### config.mk
export PLATFORM = sky130hd
export DESIGN_NAME = fpu_pre_norm_flat
export DESIGN_NICKNAME = d
export VERILOG_FILES = /design/src/rtl/fpu_pkg.sv /design/src/rtl/fpu_pre_norm_if.sv /design/src/rtl/fpu_unpack.sv /design/src/rtl/fpu_pre_norm.sv /design/src/flat_wrapper.sv
export SDC_FILE = /design/constraint.sdc
export NUM_CORES = 1
export LEC_CHECK = 0
export ABC_AREA = 1
export CAP_MARGIN = 5
export CORE_UTILIZATION = 50
export CTS_BUF_LIST = sky130_fd_sc_hd__clkbuf_8
export DETAILED_ROUTE_END_ITERATION = 10
export DONT_BUFFER_PORTS = 1
export GPL_TIMING_DRIVEN = 0
export PLACE_DENSITY = 0.63
export SKIP_LAST_GASP = 1
export SYNTH_ARGS = -nofsm -noshare
export SYNTH_HDL_FRONTEND = slang
export SYNTH_HIERARCHICAL = 1
export SYNTH_SLANG_ARGS = --single-unit
### constraint.sdc
create_clock -name clk_i -period 7.9 [get_ports clk_i]
set_input_delay 1.58 -clock clk_i [delete_from_list [all_inputs] [get_ports clk_i]]
set_output_delay 1.58 -clock clk_i [all_outputs]
set_load 0.01 [all_outputs]
### src/rtl/fpu_pkg.sv
// Shared types and constants for the single-precision add/sub pre-normalisation stage.
package fpu_pkg;

   localparam int EXP_W     = 8;
   localparam int MAN_W     = 23;
   localparam int ALIGN_MAX = 25;
   localparam int CNT_W     = 5;

   typedef enum logic [1:0] {
      S_IDLE,
      S_UNPACK,
      S_ALIGN,
      S_DONE
   } state_e;

   localparam logic [3:0] EXC_NONE  = 4'b0000;
   localparam logic [3:0] EXC_NAN   = 4'b0001;
   localparam logic [3:0] EXC_INF   = 4'b0010;
   localparam logic [3:0] EXC_AZERO = 4'b0100;
   localparam logic [3:0] EXC_BZERO = 4'b1000;

endpackage

### src/rtl/fpu_pre_norm_if.sv
// Operand/result handshake bundle between the issuing stage, pre-norm and the adder.
interface fpu_pre_norm_if;
   import fpu_pkg::*;

   logic             valid_i;
   logic             ready_o;
   logic [31:0]      a_i;
   logic [31:0]      b_i;
   logic             sub_i;
   logic             valid_o;
   logic             ready_i;
   logic             sign_o;
   logic             eff_sub_o;
   logic [EXP_W-1:0] exp_o;
   logic [MAN_W:0]   man_big_o;
   logic [MAN_W:0]   man_small_o;
   logic             sticky_o;
   logic [3:0]       exception_o;

   modport slave (
      input  valid_i, a_i, b_i, sub_i, ready_i,
      output ready_o, valid_o, sign_o, eff_sub_o, exp_o,
             man_big_o, man_small_o, sticky_o, exception_o
   );

   modport master (
      output valid_i, a_i, b_i, sub_i, ready_i,
      input  ready_o, valid_o, sign_o, eff_sub_o, exp_o,
             man_big_o, man_small_o, sticky_o, exception_o
   );

endinterface

### src/rtl/fpu_unpack.sv
// Combinational IEEE-754 single field split and special-value classification.
module fpu_unpack
   import fpu_pkg::*;
(
   input  logic [31:0]      op_i,
   output logic             sign_o,
   output logic [EXP_W-1:0] exp_o,
   output logic [MAN_W:0]   man_o,
   output logic             nan_o,
   output logic             inf_o,
   output logic             zero_o
);

   logic [EXP_W-1:0] exp_raw;
   logic [MAN_W-1:0] frac;

   assign exp_raw = op_i[30:23];
   assign frac    = op_i[22:0];

   // Denormals share the exponent of the smallest normal, with hidden bit 0.
   always_comb begin
      sign_o = op_i[31];
      exp_o  = (exp_raw == '0) ? EXP_W'(1) : exp_raw;
      man_o  = {(exp_raw != '0), frac};
      nan_o  = (exp_raw == '1) && (frac != '0);
      inf_o  = (exp_raw == '1) && (frac == '0);
      zero_o = (exp_raw == '0) && (frac == '0);
   end

endmodule

### src/rtl/fpu_pre_norm.sv
// Add/sub pre-normalisation: operand swap and serial right-alignment of the smaller mantissa.
// state  | meaning
// IDLE   | ready for a new operand pair
// UNPACK | classify, swap, compute shift amount
// ALIGN  | shift smaller mantissa one bit per cycle
// DONE   | result valid, held until downstream accepts
module fpu_pre_norm
   import fpu_pkg::*;
(
   input  logic          clk_i,
   input  logic          rst_ni,
   fpu_pre_norm_if.slave pn_if
);

   state_e           state_q, state_d;
   logic [31:0]      a_q, a_d, b_q, b_d;
   logic             sub_q, sub_d;
   logic [CNT_W-1:0] cnt_q, cnt_d;
   logic             sign_q, sign_d, eff_sub_q, eff_sub_d, sticky_q, sticky_d;
   logic [EXP_W-1:0] exp_q, exp_d;
   logic [MAN_W:0]   man_big_q, man_big_d, man_small_q, man_small_d;
   logic [3:0]       exc_q, exc_d;

   logic             sa, sb, nan_a, nan_b, inf_a, inf_b, zero_a, zero_b;
   logic [EXP_W-1:0] ea, eb;
   logic [MAN_W:0]   ma, mb;

   fpu_unpack u_unpack_a (.op_i(a_q), .sign_o(sa), .exp_o(ea), .man_o(ma),
                          .nan_o(nan_a), .inf_o(inf_a), .zero_o(zero_a));
   fpu_unpack u_unpack_b (.op_i(b_q), .sign_o(sb), .exp_o(eb), .man_o(mb),
                          .nan_o(nan_b), .inf_o(inf_b), .zero_o(zero_b));

   logic             sign_b_eff, eff_sub, a_big, big_sign, cls_sign;
   logic [EXP_W-1:0] big_exp, small_exp, diff;
   logic [MAN_W:0]   big_man, small_man;
   logic [CNT_W-1:0] n_shift;
   logic [3:0]       cls_exc;

   always_comb begin
      sign_b_eff = sb ^ sub_q;
      eff_sub    = sa ^ sign_b_eff;
      a_big      = {ea, ma} >= {eb, mb};
      big_sign   = a_big ? sa : sign_b_eff;
      big_exp    = a_big ? ea : eb;
      small_exp  = a_big ? eb : ea;
      big_man    = a_big ? ma : mb;
      small_man  = a_big ? mb : ma;
      diff       = big_exp - small_exp;
      n_shift    = (diff > EXP_W'(ALIGN_MAX)) ? CNT_W'(ALIGN_MAX) : diff[CNT_W-1:0];
      cls_sign   = big_sign;
      cls_exc    = EXC_NONE;
      if (nan_a || nan_b || (inf_a && inf_b && eff_sub)) begin
         cls_exc = EXC_NAN;
      end else if (inf_a || inf_b) begin
         cls_exc  = EXC_INF;
         cls_sign = inf_a ? sa : sign_b_eff;
      end else if (zero_a) begin
         cls_exc = EXC_AZERO;
      end else if (zero_b) begin
         cls_exc = EXC_BZERO;
      end
   end

   always_comb begin
      state_d     = state_q;
      a_d         = a_q;
      b_d         = b_q;
      sub_d       = sub_q;
      cnt_d       = cnt_q;
      sign_d      = sign_q;
      eff_sub_d   = eff_sub_q;
      exp_d       = exp_q;
      man_big_d   = man_big_q;
      man_small_d = man_small_q;
      sticky_d    = sticky_q;
      exc_d       = exc_q;
      case (state_q)
         S_IDLE: begin
            if (pn_if.valid_i) begin
               a_d     = pn_if.a_i;
               b_d     = pn_if.b_i;
               sub_d   = pn_if.sub_i;
               state_d = S_UNPACK;
            end
         end
         S_UNPACK: begin
            sign_d      = cls_sign;
            eff_sub_d   = eff_sub;
            exp_d       = big_exp;
            man_big_d   = big_man;
            man_small_d = small_man;
            sticky_d    = 1'b0;
            exc_d       = cls_exc;
            if ((cls_exc != EXC_NONE) || (n_shift == '0)) begin
               cnt_d   = '0;
               state_d = S_DONE;
            end else begin
               cnt_d   = n_shift;
               state_d = S_ALIGN;
            end
         end
         S_ALIGN: begin
            man_small_d = man_small_q >> 1;
            sticky_d    = sticky_q | man_small_q[0];
            cnt_d       = cnt_q - CNT_W'(1);
            if (cnt_q == CNT_W'(1)) state_d = S_DONE;
         end
         S_DONE: begin
            if (pn_if.ready_i) state_d = S_IDLE;
         end
         default: state_d = S_IDLE;
      endcase
   end

   always_ff @(posedge clk_i) begin
      if (!rst_ni) begin
         state_q     <= S_IDLE;
         a_q         <= '0;
         b_q         <= '0;
         sub_q       <= 1'b0;
         cnt_q       <= '0;
         sign_q      <= 1'b0;
         eff_sub_q   <= 1'b0;
         exp_q       <= '0;
         man_big_q   <= '0;
         man_small_q <= '0;
         sticky_q    <= 1'b0;
         exc_q       <= EXC_NONE;
      end else begin
         state_q     <= state_d;
         a_q         <= a_d;
         b_q         <= b_d;
         sub_q       <= sub_d;
         cnt_q       <= cnt_d;
         sign_q      <= sign_d;
         eff_sub_q   <= eff_sub_d;
         exp_q       <= exp_d;
         man_big_q   <= man_big_d;
         man_small_q <= man_small_d;
         sticky_q    <= sticky_d;
         exc_q       <= exc_d;
      end
   end

   assign pn_if.ready_o     = (state_q == S_IDLE);
   assign pn_if.valid_o     = (state_q == S_DONE);
   assign pn_if.sign_o      = sign_q;
   assign pn_if.eff_sub_o   = eff_sub_q;
   assign pn_if.exp_o       = exp_q;
   assign pn_if.man_big_o   = man_big_q;
   assign pn_if.man_small_o = man_small_q;
   assign pn_if.sticky_o    = sticky_q;
   assign pn_if.exception_o = exc_q;

endmodule

### src/flat_wrapper.sv
// flat-port wrapper written by rule: the top's interface ports become plain ports
module fpu_pre_norm_flat import fpu_pkg::*;
  (clk_i, rst_ni, pn_if_valid_i, pn_if_a_i, pn_if_b_i, pn_if_sub_i, pn_if_ready_i, pn_if_ready_o, pn_if_valid_o, pn_if_sign_o, pn_if_eff_sub_o, pn_if_exp_o, pn_if_man_big_o, pn_if_man_small_o, pn_if_sticky_o, pn_if_exception_o);
  fpu_pre_norm_if pn_if_i ();
  input  logic clk_i;
  input  logic rst_ni;
  input wire logic [$bits(pn_if_i.valid_i)-1:0] pn_if_valid_i;
  input wire logic [$bits(pn_if_i.a_i)-1:0] pn_if_a_i;
  input wire logic [$bits(pn_if_i.b_i)-1:0] pn_if_b_i;
  input wire logic [$bits(pn_if_i.sub_i)-1:0] pn_if_sub_i;
  input wire logic [$bits(pn_if_i.ready_i)-1:0] pn_if_ready_i;
  output wire logic [$bits(pn_if_i.ready_o)-1:0] pn_if_ready_o;
  output wire logic [$bits(pn_if_i.valid_o)-1:0] pn_if_valid_o;
  output wire logic [$bits(pn_if_i.sign_o)-1:0] pn_if_sign_o;
  output wire logic [$bits(pn_if_i.eff_sub_o)-1:0] pn_if_eff_sub_o;
  output wire logic [$bits(pn_if_i.exp_o)-1:0] pn_if_exp_o;
  output wire logic [$bits(pn_if_i.man_big_o)-1:0] pn_if_man_big_o;
  output wire logic [$bits(pn_if_i.man_small_o)-1:0] pn_if_man_small_o;
  output wire logic [$bits(pn_if_i.sticky_o)-1:0] pn_if_sticky_o;
  output wire logic [$bits(pn_if_i.exception_o)-1:0] pn_if_exception_o;
  assign pn_if_i.valid_i = pn_if_valid_i;
  assign pn_if_i.a_i = pn_if_a_i;
  assign pn_if_i.b_i = pn_if_b_i;
  assign pn_if_i.sub_i = pn_if_sub_i;
  assign pn_if_i.ready_i = pn_if_ready_i;
  assign pn_if_ready_o = pn_if_i.ready_o;
  assign pn_if_valid_o = pn_if_i.valid_o;
  assign pn_if_sign_o = pn_if_i.sign_o;
  assign pn_if_eff_sub_o = pn_if_i.eff_sub_o;
  assign pn_if_exp_o = pn_if_i.exp_o;
  assign pn_if_man_big_o = pn_if_i.man_big_o;
  assign pn_if_man_small_o = pn_if_i.man_small_o;
  assign pn_if_sticky_o = pn_if_i.sticky_o;
  assign pn_if_exception_o = pn_if_i.exception_o;
  fpu_pre_norm u_core (.clk_i(clk_i), .rst_ni(rst_ni), .pn_if(pn_if_i));
endmodule
# Word level (Yosys, flattened, before mapping)
# Index checks and enable logic that the tools add are counted.
# word_totals
regBits	135
latch_bits	0
ramBits	0
rom_bits	0
in_bits	69
word_cells	78
mem_count	0
# op_classes
add_sub_neg	2
mul	0
n_div	0
n_lt_le_gt_ge	2
eq_ne	9
shifts	0
muxes	24
bitwise_logic	3
n_reduce_logical	26
# ops
op	count
2-to-1 mux 24 bit	2
case mux 24 bit (2 select lines)	1
zero test 23 bit	2
nonzero test 23 bit	2
>= comparator 32 bit	1
2-to-1 mux 8 bit	4
== test 8 bit, second input constant	2
zero test 8 bit	2
2-to-1 mux 4 bit	4
nonzero test 8 bit	2
2-to-1 mux 5 bit	2
case mux 5 bit (2 select lines)	1
> comparator 8 x 5 -> 1 bit, second input constant	1
logical AND 1 bit	8
case mux 2 bit (4 select lines)	1
subtractor 8 bit	1
2-to-1 mux 2 bit	3
== test 5 x 1 -> 1 bit, second input constant	1
zero test 5 bit	1
2-to-1 mux 1 bit	5
subtractor 5 x 1 -> 5 bit, second input constant	1
== test 2 bit, second input constant	2
logical OR 1 bit	4
!= test 2 bit, second input constant	2
other kinds (10)	11

# Logic depth before layout (Yosys ltp)
# depth
ltp_word	11
mapped_depth	30
depth_no_buf	29

# Modules after synthesis
# The synthesis kept the hierarchy.
# modules_own_cells
module	instances	cells_each	area_each_um2	seq_area_each_um2
fpu_pre_norm	1	992	6964.2	2702.6
fpu_unpack	2	69	376.6	0.0

# Least setup slack after synthesis
# OpenSTA, ideal clock, no wires.
# synth_path
path_kind	flip-flop to flip-flop
start	reg u_core.a_q[27]
end	reg u_core.cnt_q[2]
arrival_ns	2.646
required_time_ns	7.769
path_slack_ns	5.123
stages_incl_launch_ff	23
path_buffers	0
synth_period_minus_slack_ns	2.777
path_cell_list	dfxtp_1 -> nor2_1 -> nand4_1 -> ha_1 -> a21oi_1 -> o21a_1 -> nand2_1 -> a21oi_4 -> nand3_1 -> nand3_4 -> nand2_2 -> nand2_2 -> nand2_1 -> nand2_1 -> nand2_1 -> nand2_2 -> nor2_2 -> nor2_2 -> nand4_2 -> nand3_1 -> nand2_1 -> nand2_1 -> a21oi_2
# synth_lines
item	line_no	rtl
from (decl)	fpu_pre_norm.sv:16	logic [31:0] a_q, a_d, b_q, b_d;
from (signal assigned)	fpu_pre_norm.sv:118	a_q <= '0;
from (signal assigned)	fpu_pre_norm.sv:131	a_q <= a_d;
nonzero test 8 bit *	fpu_unpack.sv:24	man_o = {(exp_raw != '0), frac};
via u_core.ma[23]	fpu_pre_norm.sv:26	logic [MAN_W:0] ma, mb;
>= comparator 32 bit *	fpu_pre_norm.sv:42	a_big = {ea, ma} >= {eb, mb};
2-to-1 mux 8 bit, on equally long branches	fpu_pre_norm.sv:44, fpu_pre_norm.sv:45	
subtractor 8 bit *	fpu_pre_norm.sv:48	diff = big_exp - small_exp;
> comparator 8 x 5 -> 1 bit	fpu_pre_norm.sv:49	n_shift = (diff > EXP_W'(ALIGN_MAX)) ? CNT_W'(ALIGN_MAX) : diff[CNT_W-1:0];
2-to-1 mux 5 bit *	fpu_pre_norm.sv:49	
zero test 5 bit	fpu_pre_norm.sv:94	if ((cls_exc != EXC_NONE) || (n_shift == '0)) begin
logical OR 1 bit	fpu_pre_norm.sv:94	
2-to-1 mux 5 bit *	fpu_pre_norm.sv:94	
case mux 5 bit (2 select lines) *	fpu_pre_norm.sv:77	case (state_q)
to (signal assigned)	fpu_pre_norm.sv:134	cnt_q <= cnt_d;
to (decl)	fpu_pre_norm.sv:18	logic [CNT_W-1:0] cnt_q, cnt_d;
# The timed path passes the listed nets; every way through them passes the cells marked *.
# A chain may end at the register's enable or synchronous reset.

# Worst setup path in the final report
# layout_path
start	reg u_core.a_q[27]
end	reg u_core.man_small_q[0] (netlist: u_core/pn_if.man_small_o[0])
# layout_lines
item	line_no	rtl
nonzero test 8 bit	fpu_unpack.sv:24	
via u_core.ma[23]	fpu_pre_norm.sv:26	
>= comparator 32 bit	fpu_pre_norm.sv:42	
2-to-1 mux 24 bit	fpu_pre_norm.sv:47	small_man = a_big ? mb : ma;
case mux 24 bit (2 select lines)	fpu_pre_norm.sv:77	
to (signal assigned)	fpu_pre_norm.sv:139	man_small_q <= man_small_d;
to (decl)	fpu_pre_norm.sv:21	logic [MAN_W:0] man_big_q, man_big_d, man_small_q, man_small_d;
# The timed path passes the listed nets, and every way through them passes these cells.

==> results.yml <==
status:
  status: "finished, final reports clean"
power:
  ir_drop_mv: 0.1800
  p_int_uw: 1973
  leakage_uw: 0.003600
  power.density_nw_per_um2: 470.9
  comb_power_share: 0.563
  seq_power_share: 0.281
  pwr-share-clk: 0.156
  power.switching_uw: 1974
  switching_share: 0.5001
synthesis:
  yosysWarnings: 6
  synth_cell_types: 41
  synth-edff-count: 0
  yosysTopAreaCellShare: 0.3502
  synth_area_leaders: "dfxtp_1, nand2_1, nor2_1"
  synth.avg_cell_area_sq_um: 6.830
  syn_inst: 1130
  ys.flop_type: "dfxtp_1"
  syn-num-nets: 1237
  ys_async_sr_fraction: 0
  synth_top_area_cell: "dfxtp_1"
  post-synth-top-count-cell: "nand2_1"
  synth-seq-area-share: 0.3502
  ys_ff_latch: 135
  yosys-top-cells-count: "nand2_1, nor2_1, dfxtp_1"
  synthesis.area_sq_um: 7717
clock_tree:
  clk_pin_slew_ns: 0.08
  post-cts-setup-buffers: 0
  clk_latency_ns: 0.45
  cts_buffers: 17
  cts_tree: "yes"
  root_buffer: "clkbuf_8"
  hold_buffers: 0
  ctsResizeCount: 0
  htree_levels: 4
  clock-sinks: 135
  cts_buffer_depth: 2
timing:
  period_needed_ns: 3.710
  worstMarginPinSlew_ns: 0.6117
  skew_ns: 0.01451
  relSlewSlack: 0.5817
  setup_viol: 0
  max_freq_mhz: 269.6
  fin_crit_sh: 0.4696
  rsz0062_at_grt: "no"
  tns_ns: 0
  slew_violations: 0
  finalHoldViolCount: 0
route:
  drt_iter0_markers: 345
  ant_nets: 0
  drc: 0
  dr_total_vias: 7070
  dr.pass1.iters: 5
  routedWlPerCell_microns: 15.80
  routed_via_density: 5.237
  wl_microns: 21330
grt:
  grt_max_degree: 17
  grt_pass1_vias: 6368
  grt_use_total: 0.2736
  grt_remaining_overflow: 0
  grt_pass1_wl_microns: 33730
  antenna_found_initial: 0
die:
  core_area_sq_um: 15150
  die_w_microns: 126.2
  rows: 45
  design.die.area_sq_um: 15940
  die-height_microns: 126.2
  start_util: 0.5095
  num_io_pins: 134
final_layout:
  drive_gt1_frac: 0.1050
  fillers: 1585
  multiInputGateArea_sq_um: 4018
  n_antenna_cell: 0
  seqCellArea_sq_um: 2703
  final_area_sq_um: 8382
  layout.nets: 1256
  area_growth_pct: 8.609
  final_cells: 1350
placement:
  gp_congestion: 0.8871
  portBuffers: 0
  place_area_sq_um: 7953
  dp_cells: 1318
  dp_hpwl_microns: 17200
critical_path:
  critPathCaptureType: "register"
  worstPathMaxFanout: 10
  critPathLaunchType: "register"
  crit_arrival_ns: 4.02
  crit_type: "register to register"
  cp_data_required_time_ns: 8.21
flow_run:
  cap_violations: 0
min_path:
  hold_class: "register to register"
-- registers in the layout, summed over array words and instances, names as in the netlist --
| signal | flops |
|---|---|
| u_core/cnt_q | 5 |
| u_core/a_q | 32 |
| u_core/b_q | 32 |
| u_core/pn_if.sticky_o | 1 |
| u_core/pn_if.man_small_o | 24 |
| u_core/pn_if.exp_o | 8 |
| u_core/state_q | 2 |
| u_core/pn_if.exception_o | 4 |
| u_core/pn_if.eff_sub_o | 1 |
| u_core/sub_q | 1 |
| u_core/pn_if.sign_o | 1 |
| u_core/pn_if.man_big_o | 24 |
-- area by class of cell --
type / count / share of cell area
Clock buffer: 19 / 0.03120
Multi-Input combinational cell: 778 / 0.4793
Inverter: 98 / 0.04404
Tap cell: 188 / 0.02806
Sequential cell: 135 / 0.3224
Clock inverter: 13 / 0.02000
Buffer: 119 / 0.07494
-- metal layers --
metal	wire length, microns	track usage	vias up	share of wire
met1	10790	0.3916	3147	0.51
met5	0	0	-	0
met3	1335	0.05990	14	0.063
met2	8945	0.4072	213	0.42
li1	-	-	3696	-
met4	266	0.08434	0	0.012
-- metrics by stage --
stage | hold WS, ns | total power, uW | worst slack, ns | util
2_1_floorplan | 0.4563 | 2757 | 5.123 | -
3_3_place_gp | 0.4637 | 3294 | 4.307 | 0.5251
3_5_place_dp | 0.4723 | 3325 | 4.258 | 0.5251
4_1_cts | 0.4897 | 3944 | 4.229 | 0.5534
5_1_grt | 0.5272 | 4303 | 4.011 | 0.5534
6_report | 0.4889 | 3947 | 4.190 | 0.5534
-- cell usage in the layout, fill, tap and decap left out, types with 2 or more instances in the layout --
cell	count
a21oi_1	64
a21oi_2	3
a31oi_1	20
buf_1	7
buf_4	48
bufinv_16	3
clkbuf_1	63
clkbuf_8	19
clkinv_1	2
clkinv_2	4
clkinv_4	3
dfxtp_1	135
ha_1	38
inv_1	94
inv_6	2
nand2_1	204
nand2_2	8
nand3_1	48
nand3_2	4
nand3b_1	2
nand4_1	12
nor2_1	190
nor2_2	13
nor3_1	3
nor3_2	3
o211ai_1	50
o21a_1	2
o21ai_0	91
o22ai_1	5
or2_2	3
xnor2_1	2
xor2_1	2
-- critical path: stages, from the launching register on --
cell and delay, ns:
dfxtp_1 0.36, nor2_1 0.12, nand4_1 0.29, ha_1 0.42, nand2_1 0.08, nor2_1 0.16
nand4_1 0.22, nor3b_2 0.25, nand2_2 0.19, nand2_4 0.16, clkbuf_1 0.40, inv_2 0.17
clkbuf_1 0.31, o21bai_1 0.33, a31oi_1 0.12
-- path summary, 6_finish.rpt --
kind,startpoint,endpoint,slack [ns],depth (start not counted)
worst min register to register,u_core/b_q[31],u_core/b_q[31],0.49,2
worst max register to register,u_core/a_q[27],u_core/pn_if.man_small_o[0],4.19,14
worst max-delay path,u_core/a_q[27],u_core/pn_if.man_small_o[0],4.19,14
worst min-delay path,u_core/b_q[31],u_core/b_q[31],0.49,2
-- kinds of logic after synthesis --
logic type	after synthesis	synth area share
xor gates and xnor gates	4	0.004540
AOI/OAI and AO/OA	241	0.1817
buffers and inverters	217	0.1292
and+or+nand+nor	495	0.2727
DFF	135	0.3502
adders and majority gates	38	0.06161
-- power groups by stage --
stage | Combinational, uW | Clock, uW | Sequential (uW)
global route | 2510 | 658 | 1130
floorplan | 1700 | 0 | 1050
global placement | 2180 | 0 | 1120
finish | 2220 | 616 | 1110
detailed placement | 2200 | 0 | 1120
CTS | 2210 | 627 | 1110
No activity file was read; power rests on OpenSTA's default activity.
